## config.mk

```make
export PLATFORM = sky130hd
export DESIGN_NAME = rr_arbiter8
export DESIGN_NICKNAME = d
export VERILOG_FILES = /design/src/rtl/arb_pkg.sv /design/src/rtl/rr_pick8.sv /design/src/rtl/rr_arbiter8.sv
export SDC_FILE = /design/constraint.sdc
export NUM_CORES = 1
export LEC_CHECK = 0
export BUFFER_PORTS_ARGS = -buffer_cell sky130_fd_sc_hd__buf_2
export CORE_MARGIN = 2
export CORE_UTILIZATION = 55
export DETAILED_ROUTE_END_ITERATION = 8
export GPL_TIMING_DRIVEN = 0
export PLACE_DENSITY = 0.85
export SLEW_MARGIN = 20
export SYNTH_ARGS = -nofsm -noshare
export SYNTH_HDL_FRONTEND = slang
export SYNTH_SLANG_ARGS = --single-unit
export TNS_END_PERCENT = 10
```

## constraint.sdc

```tcl
create_clock -name clock -period 5.6 [get_ports clock]
set_input_delay 0.84 -clock clock [delete_from_list [all_inputs] [get_ports clock]]
set_output_delay 0.84 -clock clock [all_outputs]
set_load 0.05 [all_outputs]
```

## src/rtl/arb_pkg.sv

```systemverilog
// Shared definitions for the 8-way round-robin arbiter.
package arb_pkg;

    localparam int unsigned N_REQ = 8;
    localparam int unsigned ID_W  = 3;

    typedef enum logic [0:0] {
        StIdle = 1'b0,
        StBusy = 1'b1
    } arb_state_e;

    // Next requester index; the 3-bit add wraps 7 -> 0 naturally.
    function automatic logic [ID_W-1:0] next_idx(input logic [ID_W-1:0] idx);
        return idx + 1'b1;
    endfunction

endpackage

```

## src/rtl/rr_pick8.sv

```systemverilog
// Combinational rotating-priority picker: first set req bit at or after pointer.
module rr_pick8
    import arb_pkg::*;
(
    input  logic [N_REQ-1:0] req,
    input  logic [ID_W-1:0]  pointer,
    output logic [N_REQ-1:0] onehot,
    output logic [ID_W-1:0]  id,
    output logic             found
);

    logic [2*N_REQ-1:0] req_dbl;
    logic [N_REQ-1:0]   req_rot;
    logic [ID_W-1:0]    offset;

    // The 8-way OR doubles as the "anything to grant" flag.
    assign found = |req;

    // Rotate so pointer lands at bit 0, pick lowest set bit, then un-rotate.
    always_comb begin
        req_dbl = {req, req} >> pointer;
        req_rot = req_dbl[N_REQ-1:0];
        offset  = '0;
        for (int i = N_REQ - 1; i >= 0; i--) begin
            if (req_rot[i]) begin
                offset = ID_W'(i);
            end
        end
        // Modulo-8 add undoes the rotation.
        id     = pointer + offset;
        onehot = '0;
        if (found) begin
            onehot[id] = 1'b1;
        end
    end

endmodule

```

## src/rtl/rr_arbiter8.sv

```systemverilog
// 8-requester round-robin arbiter with grant hold until release and bounded tenure.
module rr_arbiter8
    import arb_pkg::*;
#(
    parameter int unsigned MAX_HOLD = 16,
    parameter int unsigned HOLD_W   = 5
) (
    input  logic             clock,
    input  logic             reset_n,
    input  logic [N_REQ-1:0] req,
    output logic [N_REQ-1:0] grant,
    output logic [ID_W-1:0]  grant_id,
    output logic             grant_valid,
    output logic             timeout,
    output logic             any_req
);

    // With the timeout disabled the counter just parks at all-ones.
    localparam logic [HOLD_W-1:0] HoldLim = HOLD_W'(MAX_HOLD);
    localparam logic [HOLD_W-1:0] HoldSat = (MAX_HOLD == 0) ? {HOLD_W{1'b1}} : HoldLim;

    arb_state_e        state_q, state_d;
    logic [ID_W-1:0]   ptr_q, ptr_d;
    logic [HOLD_W-1:0] hold_q, hold_d;
    logic [N_REQ-1:0]  grant_q, grant_d;
    logic [ID_W-1:0]   id_q, id_d;
    logic              valid_q, valid_d;
    logic              timeout_q, timeout_d;

    logic [N_REQ-1:0]  pick_onehot;
    logic [ID_W-1:0]   pick_id;
    logic              pick_found;
    logic              owner_req;
    logic              hold_hit;

    rr_pick8 u_pick (
        .req     (req),
        .pointer (ptr_q),
        .onehot  (pick_onehot),
        .id      (pick_id),
        .found   (pick_found)
    );

    assign owner_req = req[id_q];
    assign hold_hit  = (MAX_HOLD != 0) && (hold_q == HoldLim);

    // Next-state: arbitrate in idle; release or revoke in busy.
    always_comb begin
        state_d   = state_q;
        ptr_d     = ptr_q;
        hold_d    = hold_q;
        grant_d   = grant_q;
        id_d      = id_q;
        valid_d   = valid_q;
        timeout_d = 1'b0;
        unique case (state_q)
            StIdle: begin
                if (pick_found) begin
                    grant_d = pick_onehot;
                    id_d    = pick_id;
                    valid_d = 1'b1;
                    hold_d  = HOLD_W'(1);
                    state_d = StBusy;
                end
            end
            StBusy: begin
                // Release wins over timeout: timeout only flags a still-requesting owner.
                if (!owner_req || hold_hit) begin
                    grant_d   = '0;
                    valid_d   = 1'b0;
                    ptr_d     = next_idx(id_q);
                    state_d   = StIdle;
                    timeout_d = owner_req;
                end else if (hold_q != HoldSat) begin
                    hold_d = hold_q + 1'b1;
                end
            end
            default: state_d = StIdle;
        endcase
    end

    // State and registered outputs, cleared asynchronously.
    always_ff @(posedge clock or negedge reset_n) begin
        if (!reset_n) begin
            state_q   <= StIdle;
            ptr_q     <= '0;
            hold_q    <= '0;
            grant_q   <= '0;
            id_q      <= '0;
            valid_q   <= 1'b0;
            timeout_q <= 1'b0;
        end else begin
            state_q   <= state_d;
            ptr_q     <= ptr_d;
            hold_q    <= hold_d;
            grant_q   <= grant_d;
            id_q      <= id_d;
            valid_q   <= valid_d;
            timeout_q <= timeout_d;
        end
    end

    assign grant       = grant_q;
    assign grant_id    = id_q;
    assign grant_valid = valid_q;
    assign timeout     = timeout_q;
    assign any_req     = pick_found;

endmodule
```

* After elaboration in Yosys (flattened, before gate mapping) *
Index checks and enable logic that the tools add are counted.

operators by class
  bitwise gates (word level) = 1
  order comparisons = 3
  reduce and logical (&&, ||, !) cells = 8
  $add $sub $neg = 3
  $mul = 0
  shifts and indexed selects = 1
  muxes and demuxes = 27
  div/mod/pow operators = 0
  equality and inequality tests = 6

operator list
  operator                                                           count
  two-way mux 3 bit                                                  8
  two-way mux 8 bit                                                  2
  one-hot mux 8 bit (2 select lines)                                 1
  >> shifter 16 x 3 -> 8 bit                                         1
  two-way mux 5 bit                                                  3
  one-hot mux 5 bit (2 select lines)                                 1
  less-than comparator 3 x 4 -> 1 bit, second input constant         2
  two-way mux 1 bit                                                  8
  OR reduction 8 bit                                                 1
  AND reduction 2 bit                                                3
  adder 5 x 1 -> 5 bit, second input constant                        1
  == test 5 bit, second input constant                               1
  != test 5 bit, second input constant                               1
  != test 2 x 1 -> 1 bit, second input constant                      2
  != test 2 bit, second input constant                               2
  one-hot mux 1 bit (2 select lines)                                 2
  adder 3 x 1 -> 3 bit, second input constant                        1
  adder 3 bit                                                        1
  binary-select mux 1 bit (select 3 bit)                             1
  demux 1 bit (select 3 bit)                                         1
  greater-or-equal comparator 3 x 1 -> 1 bit, second input constant  1
  AND reduction 3 bit                                                1
  logical AND 1 bit                                                  1
  zero test 1 bit                                                    1
  other kinds (2)                                                    2

word-level totals
  memory bits (read-only) = 0
  register bits after elaboration = 22
  output and inout port bits = 14
  memories = 0
  bits in latches = 0
  memory bits (writable) = 0
  input port bits = 10

* Longest topological paths before layout *
  depth after elaboration = 16
  mapped depth = 14
  mapped depth without buffers = 12

* Hierarchy *
Synthesis repeated with hierarchy kept, for this count alone.

second synthesis, totals
  cells, all modules = 227
  area total of the unflattened synthesis = 1993.2 um^2

modules (own cells, without submodules)
  module       sequential area each (um^2)  times used  cells each  area an instance (um^2)
  rr_arbiter8  550.5                        1           113         1226.2
  rr_pick8     0.0                          1           114         767.0

* Worst setup path after synthesis *
Ideal clock, no wire load.

  path type = input -> register
  start point = input req[7]
  end point = register grant_q[0] (netlist: grant[0])
  arrival time = 2.969 ns
  stages = 12
  path slack = 2.509 ns
  path buffers = 0
  setup time = 0.122 ns
  cells stage by stage = mux2_2 mux2i_1 o311ai_0 a21oi_1 o21ai_0 a21oi_1 ha_1 inv_1 fa_1 xnor2_1 xnor2_1 a32o_1

between the ends
  cells in the longest elaborated chain, start to end = 16
  elaborated cells between the ends (all ways) = 25
  those cells by class = add/sub: 1; order compare: 2; eq/ne: 2; shift: 1; mux: 14; reduce/logical: 5

ends and longest elaborated chain
  what                                                                                                                     line               RTL
  from (decl)                                                                                                              rr_arbiter8.sv:10  input logic [N_REQ-1:0] req,
  >> shifter 16 x 3 -> 8 bit                                                                                               rr_pick8.sv:21     req_dbl = {req, req} >> pointer;
  two-way mux 3 bit (8 in a row)                                                                                           rr_pick8.sv:25     if (req_rot[i]) begin
  adder 3 bit                                                                                                              rr_pick8.sv:30     id = pointer + offset;
  less-than comparator 3 x 4 -> 1 bit (implied by the code) or greater-or-equal comparator 3 x 1 -> 1 bit (tied branches)  rr_pick8.sv:33     onehot[id] = 1'b1;
  logical AND 1 bit (implied by the code)                                                                                  rr_pick8.sv:33
  two-way mux 1 bit (implied by the code)                                                                                  rr_pick8.sv:33
  demux 1 bit (select 3 bit)                                                                                               --
  two-way mux 8 bit                                                                                                        rr_arbiter8.sv:58  if (pick_found) begin
  one-hot mux 8 bit (2 select lines)                                                                                       rr_arbiter8.sv:56  unique case (state_q)
  to (signal assigned)                                                                                                     rr_arbiter8.sv:96  grant_q <= grant_d;
  to (decl)                                                                                                                rr_arbiter8.sv:25  logic [N_REQ-1:0] grant_q, grant_d;

Parallel ways exist; a longest one is shown, timed or not. The select of a mux whose other input is x is not followed.
A chain may end at the register's enable or synchronous reset.

* Final worst setup path *
  start point = register ptr_q[0]
  end point = register grant_q[5] (netlist: grant[5])

between the ends
  cells in the longest elaborated chain, start to end = 16
  elaborated cells between the ends (all ways) = 17
  those cells by class = add/sub: 1; order compare: 2; shift: 1; mux: 12; reduce/logical: 1

ends and longest elaborated chain
  what                                                                                                                     line               RTL
  from (decl)                                                                                                              rr_arbiter8.sv:23  logic [ID_W-1:0] ptr_q, ptr_d;
  from (signal assigned)                                                                                                   rr_arbiter8.sv:94  ptr_q <= ptr_d;
  >> shifter 16 x 3 -> 8 bit                                                                                               rr_pick8.sv:21
  two-way mux 3 bit (8 in a row)                                                                                           rr_pick8.sv:25
  adder 3 bit (*)                                                                                                          rr_pick8.sv:30
  less-than comparator 3 x 4 -> 1 bit (implied by the code) or greater-or-equal comparator 3 x 1 -> 1 bit (tied branches)  rr_pick8.sv:33
  logical AND 1 bit (implied by the code)                                                                                  rr_pick8.sv:33
  two-way mux 1 bit (implied by the code)                                                                                  rr_pick8.sv:33
  demux 1 bit (select 3 bit) (*)                                                                                           --
  two-way mux 8 bit (*)                                                                                                    rr_arbiter8.sv:58
  one-hot mux 8 bit (2 select lines) (*)                                                                                   rr_arbiter8.sv:56

Every way passes the cells marked *; elsewhere a longest branch is shown, timed or not. The select of a mux whose other input is x is not followed.

==> impl_metrics.py <==
metrics = {
    "min_path": {
        "hp-class": "primary input to async pin",
    },
    "power_and_ir_drop": {
        "leakage_nw": 0.861,
        "p_int_mw": 0.604,
        "clockPowerShare_pct": 9.8,
        "switchingPower_mw": 0.621,
        "power_density_nw_per_um2": 651,
        "combPwrFrac_pct": 68.3,
        "netSwitchingFraction_pct": 50.7,
        "peakVddDrop_mv": 0.316,
        "power_frac_seq_pct": 21.9,
    },
    "finish": {
        "area_growth_pct": 12.5,
        "drive_gt1_share_pct": 25.4,
        "final_common_cell": "buf_2",
        "antenna_cells": 0,
        "mostFrequentLayoutCells": "buf_2, dfrtp_1, mux2i_1",
        "nets": 205,
    },
    "clocking": {
        "htreeDepth": 1,
        "cts_setup_buffers": 0,
        "clockBufferDepth": 2,
        "cts_hold_buf": 0,
        "clockRootBuffer": "clkbuf_4",
        "cts_resized": 0,
        "cts_tree": "yes",
        "clk-insertion-delay-late_ns": 0.31,
        "clock_sinks": 22,
        "clk_pin_slew_ns": 0.12,
        "cts_made_buffers": 3,
    },
    "global_route": {
        "grt.overflow.total": 0,
        "grt_first_pass_wirelength_um": 6560,
        "grt_usage_pct": 24.7,
        "grt_max_degree": 23,
        "antenna_found_initial": 0,
        "grt_pass1_vias": 1406,
    },
    "place": {
        "hpwl_um": 2990,
        "gp_congestion": 0.817,
        "portBuffers": 23,
    },
    "synth": {
        "yosys_warnings": 0,
        "synth_cell_type_count": 39,
        "synth_cells": 162,
        "ys_ff_latch": 22,
        "synth_nets": 177,
        "syn_avg_cell_area_um2": 10.3,
        "netlist_area_um2": 1670,
        "synthFlopType": "dfrtp_1",
        "synthArstFlopShare_pct": 100,
        "ys_seq_area_share_pct": 32.9,
        "synth_edf_count": 0,
    },
    "setup_path": {
        "worstPathMaxFanout": 10,
        "crit_type": "register to register",
        "cp-start-kind": "register",
        "reg2reg_slack_ns": 2.01,
        "cp_cell_sequence": "clkbuf_1, clkbuf_1, inv_1, mux2i_1, o21ai_0, o21ai_0, nand2_1, a21oi_1, ha_1, inv_1, fa_1, xnor2_1, xnor2_1, o31ai_1",
        "timing.rr.start": "ptr_q[0]",
        "end_kind": "register",
        "cp.arrival_ns": 3.78,
        "reg2reg_depth": 14,
        "worstPathRequired_ns": 5.79,
        "r2r_end": "grant[5]",
        "slowest_stage": "xnor2_1",
        "slowest_delay_ns": 0.44,
    },
    "floorplanning": {
        "die_height_um": 59.1,
        "dieArea_um2": 3500,
        "die_w_um": 59.1,
        "design.portCount": 24,
        "start_util_pct": 56.1,
        "core_area_um2": 2980,
        "std_cell_rows": 20,
    },
    "routing": {
        "wire_per_inst_um": 17.7,
        "drc": 0,
        "drtIter0Drc": 60,
        "ant_nets": 0,
        "vias": 1424,
        "routed_wirelength_um": 3930,
        "drt_first_pass_iters": 4,
        "routed_via_density": 6.41,
    },
    "sta": {
        "slew_violations": 0,
        "tns_ns": 0,
        "setup_viol_count_final": 0,
        "period_needed_ns": 3.59,
        "worst_slew_pin_slew_ns": 0.576,
        "rsz0062_at_grt": "false",
        "clock.fmax_mhz": 279,
        "hold_viol_final": 0,
        "worst_clock_skew_ns": 0.00610,
        "holdWs_ns": 0.462,
        "slew_headroom_pct": 61.1,
        "period_share_pct": 64.1,
    },
    "run_status": {
        "status": "complete, no violations",
    },
    "flow_run": {
        "cap_violations": 0,
    },
}
[registers in the layout, summed over array words and instances (netlist names)]
register	flops
grant	8
grant_id	3
grant_valid	1
hold_q	5
ptr_q	3
state_q	1
timeout	1
[metal layers]
metal	part of all wire [%]	vias to the layer above	track usage, %
met3	2.2	4	2.18
met4	0.59	0	4.87
li1	-	666	-
met2	57	31	46.2
met5	0	-	0
met1	40	723	31.3
[per-stage QoR]
| stage | cells | cell area, um2 | util [%] | total power, mW | setup slack [ns] |
|---|---|---|---|---|---|
| 3_5_place_dp | 218 | 1830 | 61.4 | 1.10 | 1.89 |
| 4_1_cts | 222 | 1880 | 63.2 | 1.22 | 2.05 |
| 2_1_floorplan | 162 | 1670 | - | 0.917 | 2.51 |
| 3_3_place_gp | 218 | 1830 | 61.4 | 1.06 | 2.10 |
| 6_report | 222 | 1880 | 63.2 | 1.23 | 2.01 |
| 5_1_grt | 222 | 1880 | 63.2 | 1.32 | 1.72 |
[power groups by stage]
stage	Clock, mW	Sequential [mW]	Combinational [mW]
CTS	0.121	0.268	0.833
global placement	0	0.268	0.788
global route	0.129	0.276	0.912
finish	0.120	0.269	0.836
floorplan	0	0.358	0.559
detailed placement	0	0.272	0.828
[logic make-up (layout without fill, tap and decap cells)]
kind of cell,count (synthesis),in the layout,synth area share [%]
XOR/XNOR,4,4,2.10
AND/OR/NAND/NOR,46,46,12.9
multiplexers,32,32,28.8
flip-flops,22,22,32.9
AO/OA/AOI/OAI,37,37,14.6
adder cells (fa/ha/maj),5,5,4.19
buffers and inverters,16,43,4.42
[how the worst max path moves through the flow]
stage,endpoint,slack (ns),cells past startpoint,start
finish,grant[5],2.01,14,ptr_q[0]
detailed placement,grant[5],1.89,13,req[7]
global placement,grant[7],2.10,13,req[7]
CTS,grant[0],2.05,14,ptr_q[1]
global route,grant[0],1.72,14,ptr_q[1]
floorplan,grant[0],2.51,12,req[7]
[area by class of cell]
class                           instances  area (um2)
Inverter                                8        35.0
Timing Repair Buffer                   23         115
Fill cell                             247        1100
Sequential cell                        22         551
Clock inverter                          1        30.0
Buffer                                  8        38.8
Clock buffer                            3        22.5
Tap cell                               33        41.3
Multi-Input combinational cell        124        1050
[cells in the mapped netlist (2+ instances only)]
master,n,area [um2]
nand3_1,8,40.0
a31oi_1,2,12.5
nand2b_1,3,18.8
and2_1,2,12.5
clkbuf_1,6,22.5
xor2_1,2,17.5
ha_1,4,50.1
mux4_2,7,158
xnor2_1,2,17.5
inv_1,6,22.5
nor2_1,13,48.8
a32o_1,2,20.0
nand4_1,2,12.5
a21oi_1,10,50.1
o21ai_0,9,45.0
nand2_1,13,48.8
o21ai_1,2,10.0
dfrtp_1,22,551
o31ai_1,5,37.5
mux2i_1,14,140
mux2_2,7,78.8
mux4_1,4,105
[worst max-delay path: cells and delay by family, from the launching register on]
family                     cells  cell delay (ns)
AOI/OAI and AO/OA              4             0.56
and+or+nand+nor                1             0.07
DFF                            1             0.37
xor gates and xnor gates       2             0.61
muxes                          1             0.28
buffers and inverters          4             1.02
adders and majority gates      2             0.54
No activity file was read; power rests on OpenSTA's default activity.
